--- config.mk ---
export PLATFORM = sky130hd
export DESIGN_NAME = mul_exec_unit
export DESIGN_NICKNAME = d
export VERILOG_FILES = /design/src/rtl/mul_exec_unit.sv
export SDC_FILE = /design/constraint.sdc
export NUM_CORES = 1
export LEC_CHECK = 0
export CORE_MARGIN = 3
export CORE_UTILIZATION = 40
export CTS_CLUSTER_DIAMETER = 50
export CTS_CLUSTER_SIZE = 20
export DETAILED_ROUTE_END_ITERATION = 6
export SYNTH_ARGS = -nofsm -noshare
export SYNTH_HDL_FRONTEND = slang
export SYNTH_SLANG_ARGS = --single-unit
--- constraint.sdc ---
create_clock -name clk -period 6.15 [get_ports clk]
set_input_delay 1.23 -clock clk [delete_from_list [all_inputs] [get_ports clk]]
set_output_delay 1.23 -clock clk [all_outputs]
set_load 0.005 [all_outputs]
--- src/rtl/mul_exec_unit.sv ---
// rtl/mul_exec_unit.sv - iterative shift-add RV32M multiply unit with CDB result handshake
// Optional feature: define MUL_RADIX4_EN to retire two multiplier bits per BUSY cycle.
module mul_exec_unit #(
  parameter int ROB_DEPTH = 3
) (
  input  logic                 clk,
  input  logic                 rst,
  input  logic                 start,
  input  logic [1:0]           mul_type,
  input  logic [31:0]          a,
  input  logic [31:0]          b,
  input  logic [ROB_DEPTH-1:0] rob_tag,
  input  logic                 flush,
  output logic                 ready,
  output logic                 result_valid,
  output logic [31:0]          result_f,
  output logic [ROB_DEPTH-1:0] result_rob,
  input  logic                 result_ack
);

  typedef enum logic [1:0] {
    IDLE = 2'd0,
    BUSY = 2'd1,
    DONE = 2'd2
  } state_t;

  localparam logic [1:0] TYPE_MUL    = 2'b00;
  localparam logic [1:0] TYPE_MULH   = 2'b01;
  localparam logic [1:0] TYPE_MULHSU = 2'b10;

`ifdef MUL_RADIX4_EN
  localparam int BITS_PER_STEP = 2;
`else
  localparam int BITS_PER_STEP = 1;
`endif
  localparam int         ITERS     = 32 / BITS_PER_STEP;
  localparam logic [5:0] ITERS_CNT = 6'(ITERS);

  state_t                 state;
  logic [63:0]            mcand;
  logic [31:0]            mplier;
  logic [63:0]            acc;
  logic [5:0]             cnt;
  logic                   neg_r;
  logic [1:0]             type_r;
  logic [ROB_DEPTH-1:0]   tag_r;

  logic                   a_neg;
  logic                   b_neg;
  logic [31:0]            a_mag;
  logic [31:0]            b_mag;
  logic [63:0]            pp;
  logic [63:0]            prod;
  logic [31:0]            fin;

  assign ready = (state == IDLE);

  // Operands are reduced to magnitudes up front; the sign is reapplied once at the end.
  always_comb begin
    a_neg = ((mul_type == TYPE_MULH) || (mul_type == TYPE_MULHSU)) && a[31];
    b_neg = (mul_type == TYPE_MULH) && b[31];
    a_mag = a_neg ? (32'd0 - a) : a;
    b_mag = b_neg ? (32'd0 - b) : b;
  end

  always_comb begin
    pp = mplier[0] ? mcand : 64'd0;
`ifdef MUL_RADIX4_EN
    if (mplier[1]) begin
      pp = pp + {mcand[62:0], 1'b0};
    end
`endif
  end

  always_comb begin
    prod = neg_r ? (64'd0 - acc) : acc;
    fin  = (type_r == TYPE_MUL) ? prod[31:0] : prod[63:32];
  end

  always_ff @(posedge clk) begin
    if (rst) begin
      state        <= IDLE;
      mcand        <= 64'd0;
      mplier       <= 32'd0;
      acc          <= 64'd0;
      cnt          <= 6'd0;
      neg_r        <= 1'b0;
      type_r       <= 2'b00;
      tag_r        <= '0;
      result_valid <= 1'b0;
      result_f     <= 32'd0;
      result_rob   <= '0;
    end else if (flush) begin
      state        <= IDLE;
      result_valid <= 1'b0;
    end else begin
      case (state)
        IDLE: begin
          if (start) begin
            mcand  <= {32'd0, a_mag};
            mplier <= b_mag;
            acc    <= 64'd0;
            cnt    <= 6'd0;
            neg_r  <= a_neg ^ b_neg;
            type_r <= mul_type;
            tag_r  <= rob_tag;
            state  <= BUSY;
          end
        end
        BUSY: begin
          if (cnt == ITERS_CNT) begin
            result_f     <= fin;
            result_rob   <= tag_r;
            result_valid <= 1'b1;
            state        <= DONE;
          end else begin
            acc    <= acc + pp;
            mcand  <= mcand << BITS_PER_STEP;
            mplier <= mplier >> BITS_PER_STEP;
            cnt    <= cnt + 6'd1;
          end
        end
        DONE: begin
          if (result_ack) begin
            result_valid <= 1'b0;
            state        <= IDLE;
          end
        end
        default: state <= IDLE;
      endcase
    end
  end

endmodule

==> results of run 1 <==
cells by family after synthesis:
group	count (synthesis)	share of synthesized area [%]
DFF	210	28.9
AOI/OAI and AO/OA	592	27.0
muxes	3	0.378
adders and majority gates	70	6.07
buffers and inverters	176	4.63
and+or+nand+nor	734	24.2
xor gates and xnor gates	147	8.85
routing by layer:
metal / GRT usage (%) / wire, µm
met4: 6.10 / 1270
met1: 32.6 / 21700
met2: 36.4 / 20200
met3: 3.57 / 2610
met5: 0 / 0
worst max-delay path: stages, from the launching register on:
cell and delay [ps]:
dfxtp_1 950, nand2_1 230, inv_1 110, ha_1 130, a21o_1 130, nand4_1 170, a211o_1 350, a2111oi_0 830
o21ai_0 400, a21oi_1 250, nor2_1 110, o31a_1 320, xnor2_1 130, o21ai_0 80
power breakdown:
part,total (mW),switching [mW],internal [mW]
registers,1.42,0.0260,1.39
logic,0.345,0.207,0.138
clock network,1.71,0.739,0.976
total,3.48,0.972,2.50
registers in the layout, indices dropped and copies added, names as in the netlist:
signal / flops
acc: 64
state: 2
result_f: 32
mcand: 64
result_rob: 3
neg_r: 1
tag_r: 3
type_r: 2
mplier: 32
result_valid: 1
cnt: 6
cells in the mapped netlist, types with 12 or more instances:
library cell and count:
nor2_1 230, dfxtp_1 210, nand2_1 195, a21oi_1 155, clkbuf_1 130, o21ai_0 98
xor2_1 81, ha_1 69, and2_1 68, xnor2_1 66, a22oi_1 58, nor3_1 53
a222oi_1 46, a21o_1 38, nand4_1 36, inv_1 34, nand3_1 34, o21ai_1 31
or3_1 25, a211oi_1 20, a31oi_1 20, o31ai_1 18, nor4_1 17, or4_1 17
nand2b_1 14, and3_1 12, o21bai_1 12
cells in the final DEF, fill, tap and decap left out, types with 7 or more instances in the layout:
| master | instances |
|---|---|
| a211oi_1 | 19 |
| a21o_1 | 38 |
| a21oi_1 | 155 |
| a222oi_1 | 46 |
| a22o_1 | 8 |
| a22oi_1 | 58 |
| a31oi_1 | 20 |
| and2_1 | 68 |
| and3_1 | 12 |
| buf_4 | 17 |
| clkbuf_16 | 29 |
| clkdlybuf4s50_1 | 109 |
| dfxtp_1 | 209 |
| ha_1 | 69 |
| inv_1 | 34 |
| inv_8 | 10 |
| nand2_1 | 195 |
| nand2b_1 | 14 |
| nand3_1 | 34 |
| nand4_1 | 36 |
| nor2_1 | 227 |
| nor2b_1 | 7 |
| nor3_1 | 52 |
| nor4_1 | 17 |
| o2111ai_1 | 8 |
| o211ai_1 | 10 |
| o21a_1 | 10 |
| o21ai_0 | 98 |
| o21ai_1 | 31 |
| o21bai_1 | 12 |
| o31ai_1 | 18 |
| o41ai_1 | 10 |
| or3_1 | 25 |
| or4_1 | 17 |
| xnor2_1 | 66 |
| xor2_1 | 81 |
how the worst max path moves through the flow:
stage                                    to  slack (ps)  depth (start not counted)
floorplan           mplier[30]$_SDFFE_PP0P_        2460                          9
global placement    mplier[30]$_SDFFE_PP0P_        1580                         11
detailed placement  mplier[30]$_SDFFE_PP0P_        1490                         11
CTS                    acc[61]$_SDFFE_PP0P_        1860                         13
global route           acc[61]$_SDFFE_PP0P_        1490                         13
finish                 acc[61]$_SDFFE_PP0P_        1840                         13
metrics by stage:
step	utilization [%]	setup WS, ps	hold WS [ps]	total power [mW]	instances
global route	47.1	1490	463	3.62	2430
global placement	44.3	1580	424	1.78	2377
floorplan	-	2460	432	1.66	1932
CTS	47.1	1860	439	3.51	2430
finish	47.1	1840	436	3.48	2430
detailed placement	44.3	1490	431	1.79	2377
area by class of cell:
type                            instances  area share (%)
Multi-Input combinational cell       1546            57.7
Timing Repair Buffer                  126            7.24
Clock buffer                           31            4.48
Inverter                               34           0.758
Clock inverter                         22            1.44
Tap cell                              461            3.43
Sequential cell                       210            25.0
==> impl_metrics.yaml, run 1 <==
route:
  num_vias: 14300
  remaining_drc_errors: 0
  dr.first_iter.drc_count: 1457
  drt-vias-per-instance: 5.90
  ant_nets: 0
  wl_per_cell_um: 18.8
  drt-total-wl_mm: 45.7
  first_pass_iteration_count_of_the_detailed_router: 6
critical_path:
  critical_path.endpoint_type: "flip-flop"
  timing.rr.start: "mplier[0]$_SDFFE_PP0P_"
  timing.reg2reg.setup_slack_ps: 1840
  critical_path_class: "reg -> reg"
  critPathRequiredTime_ps: 6590
  crit_arrival_ps: 4750
  timing.rr.end: "acc[61]$_SDFFE_PP0P_"
  r2r.worst_path.cells: 13
  worst-path-max-fanout: 34
  critical_path_start_type: "flip-flop"
  critical_path.startpoint: "mplier[0]$_SDFFE_PP0P_"
yosys:
  synth-seq-area-share_pct: 28.9
  number_of_enable_type_register_cells_in_the_synthesized_netlist: 0
  prevailing_post_synth_register_cell: "dfxtp_1"
  post_synth_main_area_contributors: "dfxtp_1 29%, ha_1 5.9%, nor2_1 5.9%, a21oi_1 5.3%, nand2_1 5.0%"
  postSynthRegisterBits: 210
  share_of_synthesized_flip_flops_with_an_asynchronous_set_or_reset_pct: 0
  netlist_area_um2: 14500
  yosys_warnings: 0
  syn_nets: 2076
  synth_cells: 1932
  post_synth.cell_area_avg_um2: 7.53
  yosysUniqueCellTypes: 79
  synthDominantCellAreaShare_pct: 28.9
  synth_top_area_cell: "dfxtp_1"
power:
  pwr_density_cell_nw_per_um2: 207
  power_leakage_nw: 6.59
  irDropWorstVdd_uv: 193
sta:
  setup_viol_count_final: 0
  final.period_utilization_pct: 70.1
  fin_crit_ps: 4310
  fin_setup_tns_ps: 0
  worstMarginPinSlew_ps: 1080
  highest_clock_rate_mhz: 232
  hold_viol_final: 0
  finalClockSkew_ps: 23.1
  timing_max_transition_violations_final: 0
  grt_setup_unrepaired: "false"
  slew_headroom_pct: 27.7
place:
  io_port_bufs: 110
  post-dp-hpwl_mm: 34.0
  place_congestion: 0.939
  placed_cell_area_um2: 15800
global_route:
  grt_start_max_net_pins: 84
  grt_pass1_wl_mm: 73.3
  antenna_found_initial: 0
  track_usage_pct: 23.0
  grt_residual_overflow: 0
  vias_in_the_first_global_route: 13200
clocking:
  cts_htree_levels: 1
  cts_max_path_buffers: 3
  path_clk_slew_ps: 70
  tritoncts: "yes"
  cts_root_buf: "clkbuf_16"
  numCtsBuffers: 29
  number_of_setup_buffers_added_after_cts: 0
  clk-insertion-delay-late_ps: 560
  tritoncts_num_sinks: 210
  cts.hold.buffers_added: 0
  cts_repair_resize_count: 0
die:
  die_area_um2: 38700
  core_outline_area_um2: 35700
  initial_core_util_pct: 40.7
  std_cell_rows: 69
  dieHeight_um: 197
  ioPinCount: 111
  die_w_um: 197
layout:
  post_layout_net_count: 2091
  area_growth_pct: 15.7
  multiInputGateArea_um2: 9710
  final_layout_size_suffix_gt1_share_pct: 4.93
  fillCellCount: 3634
  num_antenna_cells: 0
  post_route_design_area_um2: 16800
  area.sequential_um2: 4210
worst_hold_path:
  min_from: "result_f[22]$_SDFFE_PP0P_"
  worstHoldPathCells: 2
  hp-class: "reg -> reg"
  end_point_of_the_worst_hold_path: "result_f[22]$_SDFFE_PP0P_"
status:
  result_of_the_run: "completed"
run:
  maxCapViolations: 0
No activity file was read; power rests on OpenSTA's default activity.
==> inputs of run 2 (changes only) <==
Clock period 6.15 ns to 3.6 ns, I/O delays scaled along.
==> impl_metrics.yaml, run 2 (synthesis gave the netlist of run 1 again) <==
status:
  result_of_the_run: "finished with violations"
  failing_checks: "DRC"
die:
  core_outline_area_um2: 35700
  std_cell_rows: 69
  ioPinCount: 111
  initial_core_util_pct: 40.7
  die_area_um2: 38700
  die_w_um: 197
  dieHeight_um: 197
worst_hold_path:
  hp-class: "reg -> reg"
sta:
  final.period_utilization_pct: 94.7
  finalClockSkew_ps: 16.6
  highest_clock_rate_mhz: 293
  worstMarginPinSlew_ps: 1080
  fin_ws_ps: 192
  hold_viol_final: 0
  timing_max_transition_violations_final: 0
  slew_headroom_pct: 27.5
  setup_viol_count_final: 0
  fin_crit_ps: 3410
  grt_setup_unrepaired: "false"
place:
  place_congestion: 0.948
  io_port_bufs: 110
  dpl_worst_slack_ps: -32.5
  post-dp-hpwl_mm: 36.8
route:
  dr.first_iter.drc_count: 1229
  num_vias: 15000
  first_pass_iteration_count_of_the_detailed_router: 7
  drt-vias-per-instance: 5.78
  wl_per_cell_um: 18.8
  remaining_drc_errors: 2
  drt-total-wl_mm: 48.8
  ant_nets: 0
critical_path:
  worst-path-max-fanout: 21
  critPathRequiredTime_ps: 4040
  critical_path_start_type: "flip-flop"
  critical_path_class: "reg -> reg"
  critical_path.endpoint_type: "flip-flop"
  crit_arrival_ps: 3850
global_route:
  antenna_found_initial: 1
  track_usage_pct: 24.4
  vias_in_the_first_global_route: 13900
  grt_residual_overflow: 0
  grt_start_max_net_pins: 125
  grt_pass1_wl_mm: 77.0
power:
  power.share.switching_pct: 25.7
  pwr-share-clk_pct: 51.4
  net_load_switching_power_mw: 1.62
  pwr_density_cell_nw_per_um2: 342
  cellInternalPower_mw: 4.66
  irDropWorstVdd_uv: 316
  power_leakage_nw: 7.53
  p_seq_share_pct: 38.7
  power_mw: 6.28
  share_comb_of_total_power_pct: 9.9
layout:
  final_layout_size_suffix_gt1_share_pct: 13.0
  largest_registers: "acc: 64 flops, mcand: 64 flops"
  post_layout_net_count: 2257
  layout.cells.most_common: "nor2_1"
  area_growth_pct: 26.1
  final_cell_mix: "227 x nor2_1, 208 x dfxtp_1, 194 x nand2_1, 176 x buf_4, 154 x a21oi_1"
  num_antenna_cells: 0
clocking:
  path_clk_slew_ps: 60
  cts_htree_levels: 1
  tritoncts: "yes"
  cts_root_buf: "clkbuf_16"
  numCtsBuffers: 30
  tritoncts_num_sinks: 210
  clk-insertion-delay-late_ps: 570
  cts_max_path_buffers: 3
run:
  maxCapViolations: 0
run 2: critical path, cell delays in order, from the launching register on:
cell,delay [ps]
dfxtp_2,330
buf_12,140
buf_4,170
and2_1,170
ha_4,300
a21o_1,150
a31oi_2,60
a2111oi_2,360
buf_4,160
o211ai_1,110
a21oi_1,170
buf_4,140
a21o_1,180
a21oi_1,80
buf_4,180
o41ai_2,220
buf_4,160
xnor2_1,110
o21ai_1,70
run 2: layout make-up:
cell class | count | area (µm²)
inverter | 34 | 128
tap | 461 | 577
clock inverter | 19 | 279
sequential | 210 | 4210
multi-input combinational | 1546 | 9810
clock buffer | 36 | 825
fill | 3557 | 17400
timing repair buffer | 291 | 2520
run 2: metal layers:
metal | global-route usage [%] | up-vias | part of all wire (%)
met3 | 3.21 | 71 | 5.2
met5 | 0 | - | 0.021
li1 | - | 7449 | -
met2 | 38.8 | 418 | 45
met1 | 34.9 | 7074 | 47
met4 | 6.55 | 2 | 2.7
run 2: final timing paths:
check / from / end / slack (ps) / depth (start not counted)
hold / removal: result_f[25]$_SDFFE_PP0P_ / result_f[25]$_SDFFE_PP0P_ / 440 / 2
hold reg to reg: result_f[25]$_SDFFE_PP0P_ / result_f[25]$_SDFFE_PP0P_ / 440 / 2
setup reg to reg: mplier[0]$_SDFFE_PP0P_ / acc[55]$_SDFFE_PP0P_ / 190 / 18
setup / recovery: mplier[0]$_SDFFE_PP0P_ / acc[55]$_SDFFE_PP0P_ / 190 / 18
run 2: what timing repair did:
action,in CTS,in global routing
gates resized for setup,2,20
setup buffers,0,2
hold buffers,0,0
setup endpoints to repair,1,22
cloned,0,0
pin swaps,0,4
run 2: power groups by stage:
stage	clock [mW]	combinational (mW)	sequential, mW
after global routing	3.39	0.686	2.43
after floorplan	0	0.387	2.45
after CTS	3.29	0.621	2.43
final	3.23	0.623	2.43
after detailed placement	0	0.619	2.48
after global placement	0	0.609	2.48
run 2: per-stage QoR:
step	hold slack, ps	cells	setup TNS (ps)	area [µm²]	utilization [%]
2_1_floorplan	432	1932	0	14500	-
3_3_place_gp	424	2540	-81.2	17100	47.9
3_5_place_dp	431	2540	-46.5	17100	47.9
4_1_cts	440	2595	0	18200	51.0
5_1_grt	463	2597	0	18300	51.3
6_report	437	2597	0	18300	51.3
==> inputs of run 3 (changes only) <==
Settings changed: CORE_ASPECT_RATIO set to 0.9.
==> impl_metrics.yaml, run 3 (synthesis gave the netlist of run 1 again) <==
status:
  result_of_the_run: "completed"
critical_path:
  critical_path_start_type: "flip-flop"
  cp_num_buf_inv: 1
  crit_slowest_cell: "a2111oi_0"
  critical_path_class: "reg -> reg"
  worst_path_largest_cell_delay_ps: 770
  timing.rr.start: "acc[20]$_SDFFE_PP0P_"
  critical_path.startpoint: "acc[20]$_SDFFE_PP0P_"
  crit_arrival_ps: 3990
  critical_path.cell_chain: "or4_1, or3_1, or4_4, buf_4, o311ai_1, nand2_1, a2111oi_0, a21o_1"
  worst-path-max-fanout: 11
  critical_path.endpoint_type: "flip-flop"
  cp_top_family: "simple AND/OR/NAND/NOR gates"
  critPathRequiredTime_ps: 4110
sta:
  slew_headroom_pct: 33.2
  fin_ws_ps: 124
  final.period_utilization_pct: 96.6
  grt_setup_unrepaired: "true"
  timing_max_transition_violations_final: 0
  highest_clock_rate_mhz: 288
  fin_setup_tns_ps: 0
  hold_viol_final: 0
  worstMarginPinSlew_ps: 1000
  final.hold.worst_slack_ps: 434
  fin_crit_ps: 3480
  setup_viol_count_final: 0
  finalClockSkew_ps: 16.8
place:
  place_congestion: 0.919
  placed_cell_area_um2: 17000
  dpl_worst_slack_ps: -161
  post-dp-hpwl_mm: 37.3
  io_port_bufs: 110
layout:
  post_layout_net_count: 2236
  area.sequential_um2: 4210
  fillCellCount: 3536
  num_antenna_cells: 0
  largest_registers: "acc: 64 flops, mcand: 64 flops"
  layout.cells.most_common: "nor2_1"
  final_cell_mix: "224 x nor2_1, 209 x dfxtp_1, 194 x nand2_1, 157 x buf_4, 153 x a21oi_1"
  final_layout_size_suffix_gt1_share_pct: 12.2
  post_route_design_area_um2: 18100
  multiInputGateArea_um2: 9780
  area_growth_pct: 24.6
clocking:
  tritoncts_num_sinks: 210
  cts.hold.buffers_added: 0
  cts_htree_levels: 1
  clk-insertion-delay-late_ps: 580
  path_clk_slew_ps: 70
  cts_root_buf: "clkbuf_16"
  tritoncts: "yes"
  cts_max_path_buffers: 3
  numCtsBuffers: 28
route:
  drt-total-wl_mm: 48.6
  remaining_drc_errors: 0
  num_vias: 15100
  wl_per_cell_um: 18.8
  first_pass_iteration_count_of_the_detailed_router: 6
  ant_nets: 0
  drt-vias-per-instance: 5.83
  dr.first_iter.drc_count: 1204
power:
  irDropWorstVdd_uv: 247
  power.share.switching_pct: 27.5
  power_leakage_nw: 7.41
  share_comb_of_total_power_pct: 10.3
  pwr-share-clk_pct: 50.0
  pwr_density_cell_nw_per_um2: 337
  net_load_switching_power_mw: 1.68
  power_mw: 6.11
  cellInternalPower_mw: 4.43
  p_seq_share_pct: 39.8
die:
  core_outline_area_um2: 35500
  ioPinCount: 111
  initial_core_util_pct: 41.0
  die_w_um: 207
  std_cell_rows: 65
  die_area_um2: 38700
  dieHeight_um: 187
worst_hold_path:
  min_from: "result_f[11]$_SDFFE_PP0P_"
  hp-class: "reg -> reg"
global_route:
  vias_in_the_first_global_route: 14000
  grt_start_max_net_pins: 96
  grt_pass1_wl_mm: 76.5
  grt_residual_overflow: 0
  antenna_found_initial: 1
  track_usage_pct: 23.8
run:
  maxCapViolations: 0
-- run 3: cell count changes in the layout (fill, tap and decap cells not counted), moves of 3 or more --
cell / previous run / this run
buf_4: 176 / 157
nor2_2: 1 / 4
clkinv_8: 0 / 5
clkbuf_8: 3 / 0
clkbuf_16: 31 / 28
nor2_1: 227 / 224
-- run 3: final cells by class --
type                       instances  area share [%]
inverter                          34           0.704
clock buffer                      28            3.87
timing repair buffer             272            13.1
clock inverter                    24            1.86
tap                              469            3.24
sequential                       210            23.2
multi-input combinational       1546            54.0
-- run 3: worst paths after layout --
| path | to | slack [ps] | cells after the start |
|---|---|---|---|
| max | result_f[10]$_SDFFE_PP0P_ | 120 | 8 |
| min | result_f[11]$_SDFFE_PP0P_ | 430 | 2 |
| max reg2reg | result_f[10]$_SDFFE_PP0P_ | 120 | 8 |
| min reg2reg | result_f[11]$_SDFFE_PP0P_ | 430 | 2 |
-- run 3: what timing repair did --
action | 4_1_cts | 5_1_grt
resized for setup | 0 | 24
setup endpoints to repair | 0 | 17
buffers inserted | 0 | 0
-- run 3: through the flow --
stage | cells | utilization (%)
after floorplan | 1932 | -
after global placement | 2531 | 47.9
after detailed placement | 2531 | 47.9
after CTS | 2583 | 50.9
after global routing | 2583 | 51.1
final | 2583 | 51.1
-- run 3: tightest hold or removal path, stage by stage (launching register included) --
cell and delay [ps]:
dfxtp_1 310, nand2_1 50, nand2_1 40
-- run 3: layer usage --
layer | wire length, µm | track usage (%) | vias to the layer above
met2 | 20900 | 37.1 | 440
li1 | - | - | 7417
met4 | 1100 | 5.38 | 2
met3 | 3610 | 4.26 | 64
met5 | 13 | 0 | -
met1 | 23000 | 34.3 | 7144
-- run 3: power by group through the flow --
stage	combinational (mW)	clock, mW	sequential (mW)
finish	0.627	3.05	2.43
global route	0.690	3.21	2.43
CTS	0.623	3.12	2.43
detailed placement	0.621	0	2.48
global placement	0.613	0	2.48
floorplan	0.387	0	2.45
